[config.mk]
export PLATFORM = sky130hd
export DESIGN_NAME = rv_intr_ctrl
export DESIGN_NICKNAME = d
export VERILOG_FILES = /design/src/rtl/rv_intr_ctrl.sv
export SDC_FILE = /design/constraint.sdc
export NUM_CORES = 1
export LEC_CHECK = 0
export BUFFER_PORTS_ARGS = -buffer_cell sky130_fd_sc_hd__buf_4
export CORE_ASPECT_RATIO = 1.1
export CORE_UTILIZATION = 40
export DETAILED_ROUTE_END_ITERATION = 8
export HOLD_SLACK_MARGIN = 0.02
export PLACE_DENSITY = 0.64
export SYNTH_ARGS = -nofsm -noshare
export SYNTH_HDL_FRONTEND = slang
export SYNTH_SLANG_ARGS = --single-unit
[constraint.sdc]
create_clock -name clk -period 4.14 [get_ports clk]
set_clock_uncertainty 0.05 [all_clocks]
set_input_delay 0.828 -clock clk [delete_from_list [all_inputs] [get_ports clk]]
set_output_delay 0.828 -clock clk [all_outputs]
set_load 0.02 [all_outputs]
[src/rtl/rv_intr_ctrl.sv]
// rv_intr_ctrl - interrupt controller for the RV32I SoC.
//
// Purpose:
//   Collects N_SRC external interrupt lines, synchronises them, latches them
//   as edge- or level-triggered pending bits, masks them with ENABLE, and
//   presents a single irq line plus a claim/complete register port to the
//   core. It also raises a wake request while the core sits in WFI.
//
// Ports:
//   clk          system clock
//   rst_n        asynchronous, active-low reset
//   i_intr_in    raw interrupt lines, asynchronous to clk (ID k+1 = bit k)
//   i_wfi_in     high while the core sits in WFI
//   i_bus_req    register access strobe, one cycle per access
//   i_bus_we     1 = write, 0 = read
//   i_bus_addr   byte address, word aligned
//   i_bus_wdata  write data
//   o_bus_rdata  read data, valid while o_bus_rvalid = 1, held until next read
//   o_bus_rvalid one-cycle pulse, one cycle after a read strobe
//   o_irq        a claimable interrupt exists (registered)
//   o_wake       wake request during WFI (registered)
//
// Register map: 0x00 PENDING (W1C on edge-mode bits), 0x04 ENABLE,
//   0x08 TRIGGER (1 = rising edge, 0 = high level), 0x0C CLAIM
//   (read = claim, write = complete), 0x10 INSERV. Other addresses read 0.

module rv_intr_ctrl #(
  parameter int N_SRC = 5,
  parameter int SYNC  = 2
) (
  input  logic              clk,
  input  logic              rst_n,
  input  logic [N_SRC-1:0]  i_intr_in,
  input  logic              i_wfi_in,
  input  logic              i_bus_req,
  input  logic              i_bus_we,
  input  logic [4:0]        i_bus_addr,
  input  logic [31:0]       i_bus_wdata,
  output logic [31:0]       o_bus_rdata,
  output logic              o_bus_rvalid,
  output logic              o_irq,
  output logic              o_wake
);

  localparam logic [4:0] ADDR_PENDING = 5'h00;
  localparam logic [4:0] ADDR_ENABLE  = 5'h04;
  localparam logic [4:0] ADDR_TRIGGER = 5'h08;
  localparam logic [4:0] ADDR_CLAIM   = 5'h0C;
  localparam logic [4:0] ADDR_INSERV  = 5'h10;

  logic [N_SRC-1:0] r_sync [SYNC];
  logic [N_SRC-1:0] r_prev;
  logic [N_SRC-1:0] r_pending;
  logic [N_SRC-1:0] r_enable;
  logic [N_SRC-1:0] r_trigger;
  logic [N_SRC-1:0] r_inserv;
  logic [31:0]      r_rdata;
  logic             r_rvalid;
  logic             r_irq;
  logic             r_wake;

  logic [N_SRC-1:0] w_level;
  logic [N_SRC-1:0] w_rise;
  logic [N_SRC-1:0] w_claimable;
  logic [N_SRC-1:0] w_claimMask;
  logic [4:0]       w_claimId;
  logic [N_SRC-1:0] w_claimSet;
  logic [N_SRC-1:0] w_w1c;
  logic [N_SRC-1:0] w_done;
  logic [N_SRC-1:0] w_pendNext;
  logic [N_SRC-1:0] w_inservNext;
  logic             w_rdStb;
  logic             w_wrStb;
  logic [31:0]      w_rdMux;
  logic             w_unusedWdata;

  assign w_rdStb = i_bus_req & ~i_bus_we;
  assign w_wrStb = i_bus_req & i_bus_we;

  // Only the low N_SRC bits of write data carry register content.
  assign w_unusedWdata = ^i_bus_wdata[31:N_SRC];

  // Synchroniser chain followed by one extra register so a rising edge is
  // seen as synced-high while the delayed copy is still low.
  always_ff @(posedge clk or negedge rst_n) begin
    if (!rst_n) begin
      for (int i = 0; i < SYNC; i++) r_sync[i] <= '0;
      r_prev <= '0;
    end else begin
      r_sync[0] <= i_intr_in;
      for (int i = 1; i < SYNC; i++) r_sync[i] <= r_sync[i-1];
      r_prev <= r_sync[SYNC-1];
    end
  end

  assign w_level     = r_sync[SYNC-1];
  assign w_rise      = w_level & ~r_prev;
  assign w_claimable = r_pending & r_enable & ~r_inserv;

  // Fixed priority: scanning from the top down leaves the lowest ID winning.
  always_comb begin
    w_claimId   = '0;
    w_claimMask = '0;
    for (int k = N_SRC - 1; k >= 0; k--) begin
      if (w_claimable[k]) begin
        w_claimId      = 5'(k + 1);
        w_claimMask    = '0;
        w_claimMask[k] = 1'b1;
      end
    end
  end

  // A complete only touches the in-service bit of a valid ID; 0 or IDs past
  // N_SRC match nothing and fall through harmlessly.
  always_comb begin
    w_done = '0;
    for (int k = 0; k < N_SRC; k++) begin
      w_done[k] = w_wrStb && (i_bus_addr == ADDR_CLAIM) &&
                  (i_bus_wdata[4:0] == 5'(k + 1));
    end
  end

  assign w_claimSet = (w_rdStb && i_bus_addr == ADDR_CLAIM) ? w_claimMask : '0;
  assign w_w1c      = (w_wrStb && i_bus_addr == ADDR_PENDING) ?
                      i_bus_wdata[N_SRC-1:0] : '0;

  // Edge mode: a new edge beats both a W1C and a claim in the same cycle.
  // Level mode: pending simply tracks the synced line.
  assign w_pendNext   = (r_trigger & (w_rise | (r_pending & ~w_w1c & ~w_claimSet))) |
                        (~r_trigger & w_level);
  assign w_inservNext = (r_inserv | w_claimSet) & ~w_done;

  always_comb begin
    w_rdMux = '0;
    case (i_bus_addr)
      ADDR_PENDING: w_rdMux = 32'(r_pending);
      ADDR_ENABLE:  w_rdMux = 32'(r_enable);
      ADDR_TRIGGER: w_rdMux = 32'(r_trigger);
      ADDR_CLAIM:   w_rdMux = 32'(w_claimId);
      ADDR_INSERV:  w_rdMux = 32'(r_inserv);
      default:      w_rdMux = '0;
    endcase
  end

  // Source state, configuration and the registered bus/irq/wake outputs.
  always_ff @(posedge clk or negedge rst_n) begin
    if (!rst_n) begin
      r_pending <= '0;
      r_enable  <= '0;
      r_trigger <= '0;
      r_inserv  <= '0;
      r_rdata   <= '0;
      r_rvalid  <= 1'b0;
      r_irq     <= 1'b0;
      r_wake    <= 1'b0;
    end else begin
      r_pending <= w_pendNext;
      r_inserv  <= w_inservNext;
      if (w_wrStb && i_bus_addr == ADDR_ENABLE)  r_enable  <= i_bus_wdata[N_SRC-1:0];
      if (w_wrStb && i_bus_addr == ADDR_TRIGGER) r_trigger <= i_bus_wdata[N_SRC-1:0];
      r_rvalid <= w_rdStb;
      if (w_rdStb) r_rdata <= w_rdMux;
      r_irq  <= |w_claimable;
      // Wake deliberately ignores INSERV so a nested source can still wake.
      r_wake <= i_wfi_in & (|(r_pending & r_enable));
    end
  end

  assign o_bus_rdata  = r_rdata;
  assign o_bus_rvalid = r_rvalid;
  assign o_irq        = r_irq;
  assign o_wake       = r_wake;

endmodule
* Yosys cells after proc, flatten, opt, wreduce, memory -nomap -nowiden
Cells that the tools add are included.
Storage, ports and cells: output and inout bits 35, bits in registers 70, memories 0, latch bits 0, bits in writable memories 0, logic and storage cells 67, input bits 47, memory bits (read-only) 0
Operators by class: mux-type cells 13, eq/ne operators 9, div/mod/pow operators 0, $add $sub $neg 0, $mul 0, magnitude comparators 0, shifts and indexed selects 0, bitwise gates (word level) 21, reductions and logical operators 13
Operators by type and width (count):
- $mux W5 | 11
- $and A5 B5 Y5 | 8
- $not A5 Y5 | 6
- $pmux W5 S5 | 1
- $eq A5 B3 Y1 const B | 3
- $or A5 B5 Y5 | 3
- $eq A5 B2 Y1 const B | 2
- $eq A5 B4 Y1 const B | 2
- $logic_and A1 B1 Y1 | 10
- $reduce_or A5 Y1 | 2
- $eq A5 B1 Y1 const B | 1
- $eq A5 B5 Y1 const B | 1
- $logic_not A5 Y1 | 1
- $and A1 B1 Y1 | 3
- $mux W3 | 1
- $not A1 Y1 | 1

* Depth between registers and ports, before layout
word-level depth 13, depth in mapped cells 6, gate-level depth less buffers 5

* Worst setup path before layout
OpenSTA, ideal clock, no wires.
path kind input to register, start input port i_bus_addr[2], end register r_trigger[0], setup slack 2.218 ns, library setup time 0.128 ns, path buffers 0, data required time 3.962 ns, cell stages on the path 4, arrival time 1.745 ns, path through nor3_4 nand2_1 nor2_2 mux2_1
On the way: cells in the longest elaborated chain, start to end 2
RTL lines:
- start: declaration | line 37 | input logic [4:0] i_bus_addr,
- $eq A5 B4 Y1 | line 160 | if (w_wrStb && i_bus_addr == ADDR_TRIGGER) r_trigger <= i_bus_wdata[N_SRC-1:0];
- $logic_and A1 B1 Y1 | line 160
- end signal: assignment | line 160
- end: declaration | line 55 | logic [N_SRC-1:0] r_trigger;
Every way passes these cells. A chain may end at the register's enable or synchronous reset.

* Worst setup path in the final report
start input port i_bus_addr[4], end register r_enable[4]
On the way: cells in the longest elaborated chain, start to end 2
RTL lines:
- $eq A5 B3 Y1 | line 159 | if (w_wrStb && i_bus_addr == ADDR_ENABLE) r_enable <= i_bus_wdata[N_SRC-1:0];
- $logic_and A1 B1 Y1 | line 159
- end signal: assignment | line 159
- end: declaration | line 54 | logic [N_SRC-1:0] r_enable;
Every way passes these cells.

==> qor.csv <==
metric,value,unit
layout.nets,274,
finalWirelength,4.10,mm
synthDistinctLibCells,41,
ys_seq_area_share,51.1,%
leakagePower,1.10,nW
hold_buffers,0,
io_pins,82,
drtAntennaViolNets,0,
use_met2,25.8,%
gr-max-usage-layer,met2,
cts_setup_buffers,0,
gr-usage-met3,4.49,%
violations,DRC,
nFillCells,479,
maxSlewHeadroom,51.4,%
ys_warn_count,0,
post_drt_via_cell_ratio,5.26,
cts.root.buffer_cell,clkbuf_8,
track_usage,16.6,%
setup-violations-final,0,
utilization,47.4,%
slew_viol_final,0,
drive_above_1_share,19.7,%
clock_sinks,43,
io_buffer_count,27,
syn-instance-count,198,
gp_congestion,0.861,
wire_per_inst,14.3,um
irDropWorstVdd,199,uV
r2r-start,r_enable[1],
power_density,416,nW/um2
synth_top_area_cell,dfrtp_1,
critPathRequiredTime,4.26,ns
worst_slew_pin_slew,0.726,ns
dieArea,5560,um2
clk-insertion-delay-late,0.30,ns
diodes,0,
finalCriticalPeriod,2.25,ns
drtIter0Drc,152,
htree_num_levels,2,
crit_fanout,11,
ys_ff_latch,43,
avgSynthCellArea,10.6,um2
rsz0062_at_grt,false,
grt_max_degree,44,
place_hpwl,2.94,mm
antenna_found_initial,0,
vias,1505,
start_util,41.9,%
dr.pass1.iters,7,
cts_buffer_depth,2,
async_flop_share,100,%
path_class,in2reg,
grt_pass1_vias,1372,
drc,5,
synth_edf_count,0,
core_area,5030,um2
synth.top_cell.area_share,51.1,%
synthTopCellsByArea,"dfrtp_1 (51%), buf_4 (9.6%), mux2_1 (5.3%)",
ctsResizeCount,0,
path_clk_slew,0.07,ns
cp-end-kind,flip-flop,
fin_ws,1.89,ns
cp-start-kind,input port,
pre_cts_ws,1.59,ns
die_w,71.2,um
area_growth,13.1,%
setup_tns,0,ns
fp.dieH,78.1,um
gr-total-overflow,0,
rows,27,
cp.arrival,2.37,ns
synth_flop_cell,dfrtp_1,
outcome,"complete, but fails checks",
syn_area,2110,um2
maxCapViolCount,0,
max_freq,444,MHz
min_from,r_sync[9],
grt_pass1_wl,6.93,mm
final.period_utilization,54.4,%
cts-buffers-inserted,5,
hold_viol,0,
cts_tree,yes,
grt_use_met1,21.3,%
crit_start,i_bus_addr[4],
hold_class,reg2reg,
==> critical path, stage by stage <==
cell     delay (ns)
buf_4          0.12
nor2_1         0.57
and3_1         0.31
nand3_2        0.19
mux2_1         0.35
==> Yosys cell counts (3+ instances only) <==
cell,instances
dfrtp_1,43
buf_4,27
nand2_1,26
mux2_1,10
nor2_1,9
nand3_1,8
a31oi_1,7
a21oi_1,6
nor3_1,5
o21ai_0,5
a22o_1,4
inv_1,4
a22oi_1,3
and3_1,3
buf_2,3
nand4_1,3
nor2_2,3
o21ai_1,3
==> power breakdown <==
group	switching, W	internal (W)	leakage (nW)	total [W]
sequential	0.0000222	0.000453	0.539	0.000475
combinational	0.0000857	0.0000455	0.492	0.000131
clock	0.000144	0.000241	0.0654	0.000385
==> flip-flops by register name, indices dropped and copies added, names as in the netlist <==
| name | count |
|---|---|
| o_bus_rvalid | 1 |
| o_wake | 1 |
| r_pending | 5 |
| o_bus_rdata | 5 |
| r_sync | 5 |
| r_inserv | 5 |
| r_trigger | 5 |
| o_irq | 1 |
| r_prev | 5 |
| w_level | 5 |
| r_enable | 5 |
==> cell usage in the layout, fill, tap and decap left out, types with 2 or more instances in the layout <==
master     count
nand3_1        8
conb_1        27
a31oi_1        7
nor2_1         9
nand2_1       26
o21ai_0        5
a22oi_1        3
dfrtp_1       43
a22o_1         4
nor4_4         2
a32o_1         2
a32oi_1        2
bufinv_16      2
nor2_2         3
a21oi_1        6
buf_4         27
clkbuf_8       5
inv_1          4
and3_1         3
mux2_1        10
nand4_1        3
nor3_1         5
o21ai_1        3
==> routing by layer <==
| layer | part of all wire, % | up-vias |
|---|---|---|
| li1 | - | 708 |
| met4 | 2.6 | 0 |
| met5 | 0 | - |
| met1 | 43 | 719 |
| met2 | 48 | 69 |
| met3 | 7.0 | 9 |
==> kinds of logic after synthesis <==
kind of cell	after synthesis	synth area share [%]
multiplexers	10	5.34
buffers and inverters	35	11.6
other	1	0.178
AO/OA/AOI/OAI	37	11.8
flip-flops	43	51.1
AND/OR/NAND/NOR	72	20.0
==> layout make-up <==
class | instances | area [um2] | share of cell area (%)
clock buffer | 6 | 72.6 | 3.04
clock inverter | 2 | 60.1 | 2.52
inverter | 4 | 15.0 | 0.630
multi-input combinational | 146 | 885 | 37.1
sequential | 43 | 1080 | 45.1
tap | 58 | 72.6 | 3.04
timing repair buffer | 27 | 203 | 8.50
==> through the flow <==
step / area, um2 / total power [W] / cells / hold WS (ns)
6_report: 2380 / 0.000991 / 286 / 0.301
3_5_place_dp: 2250 / 0.000615 / 278 / 0.285
5_1_grt: 2380 / 0.00104 / 286 / 0.308
3_3_place_gp: 2250 / 0.000612 / 278 / 0.283
2_1_floorplan: 2200 / 0.000581 / 224 / 0.281
4_1_cts: 2380 / 0.00100 / 286 / 0.303
==> worst paths after layout <==
path                                end  slack, ns  cells after the start
max                         r_enable[4]       1.89                      5
max reg2reg                r_pending[3]       2.50                      5
min                          w_level[4]       0.30                      0
min reg2reg                  w_level[4]       0.30                      0
max in group asynchronous   r_inserv[4]       3.21                      1
min in group asynchronous     r_prev[0]       0.45                      1
No activity file was read; power rests on OpenSTA's default activity.
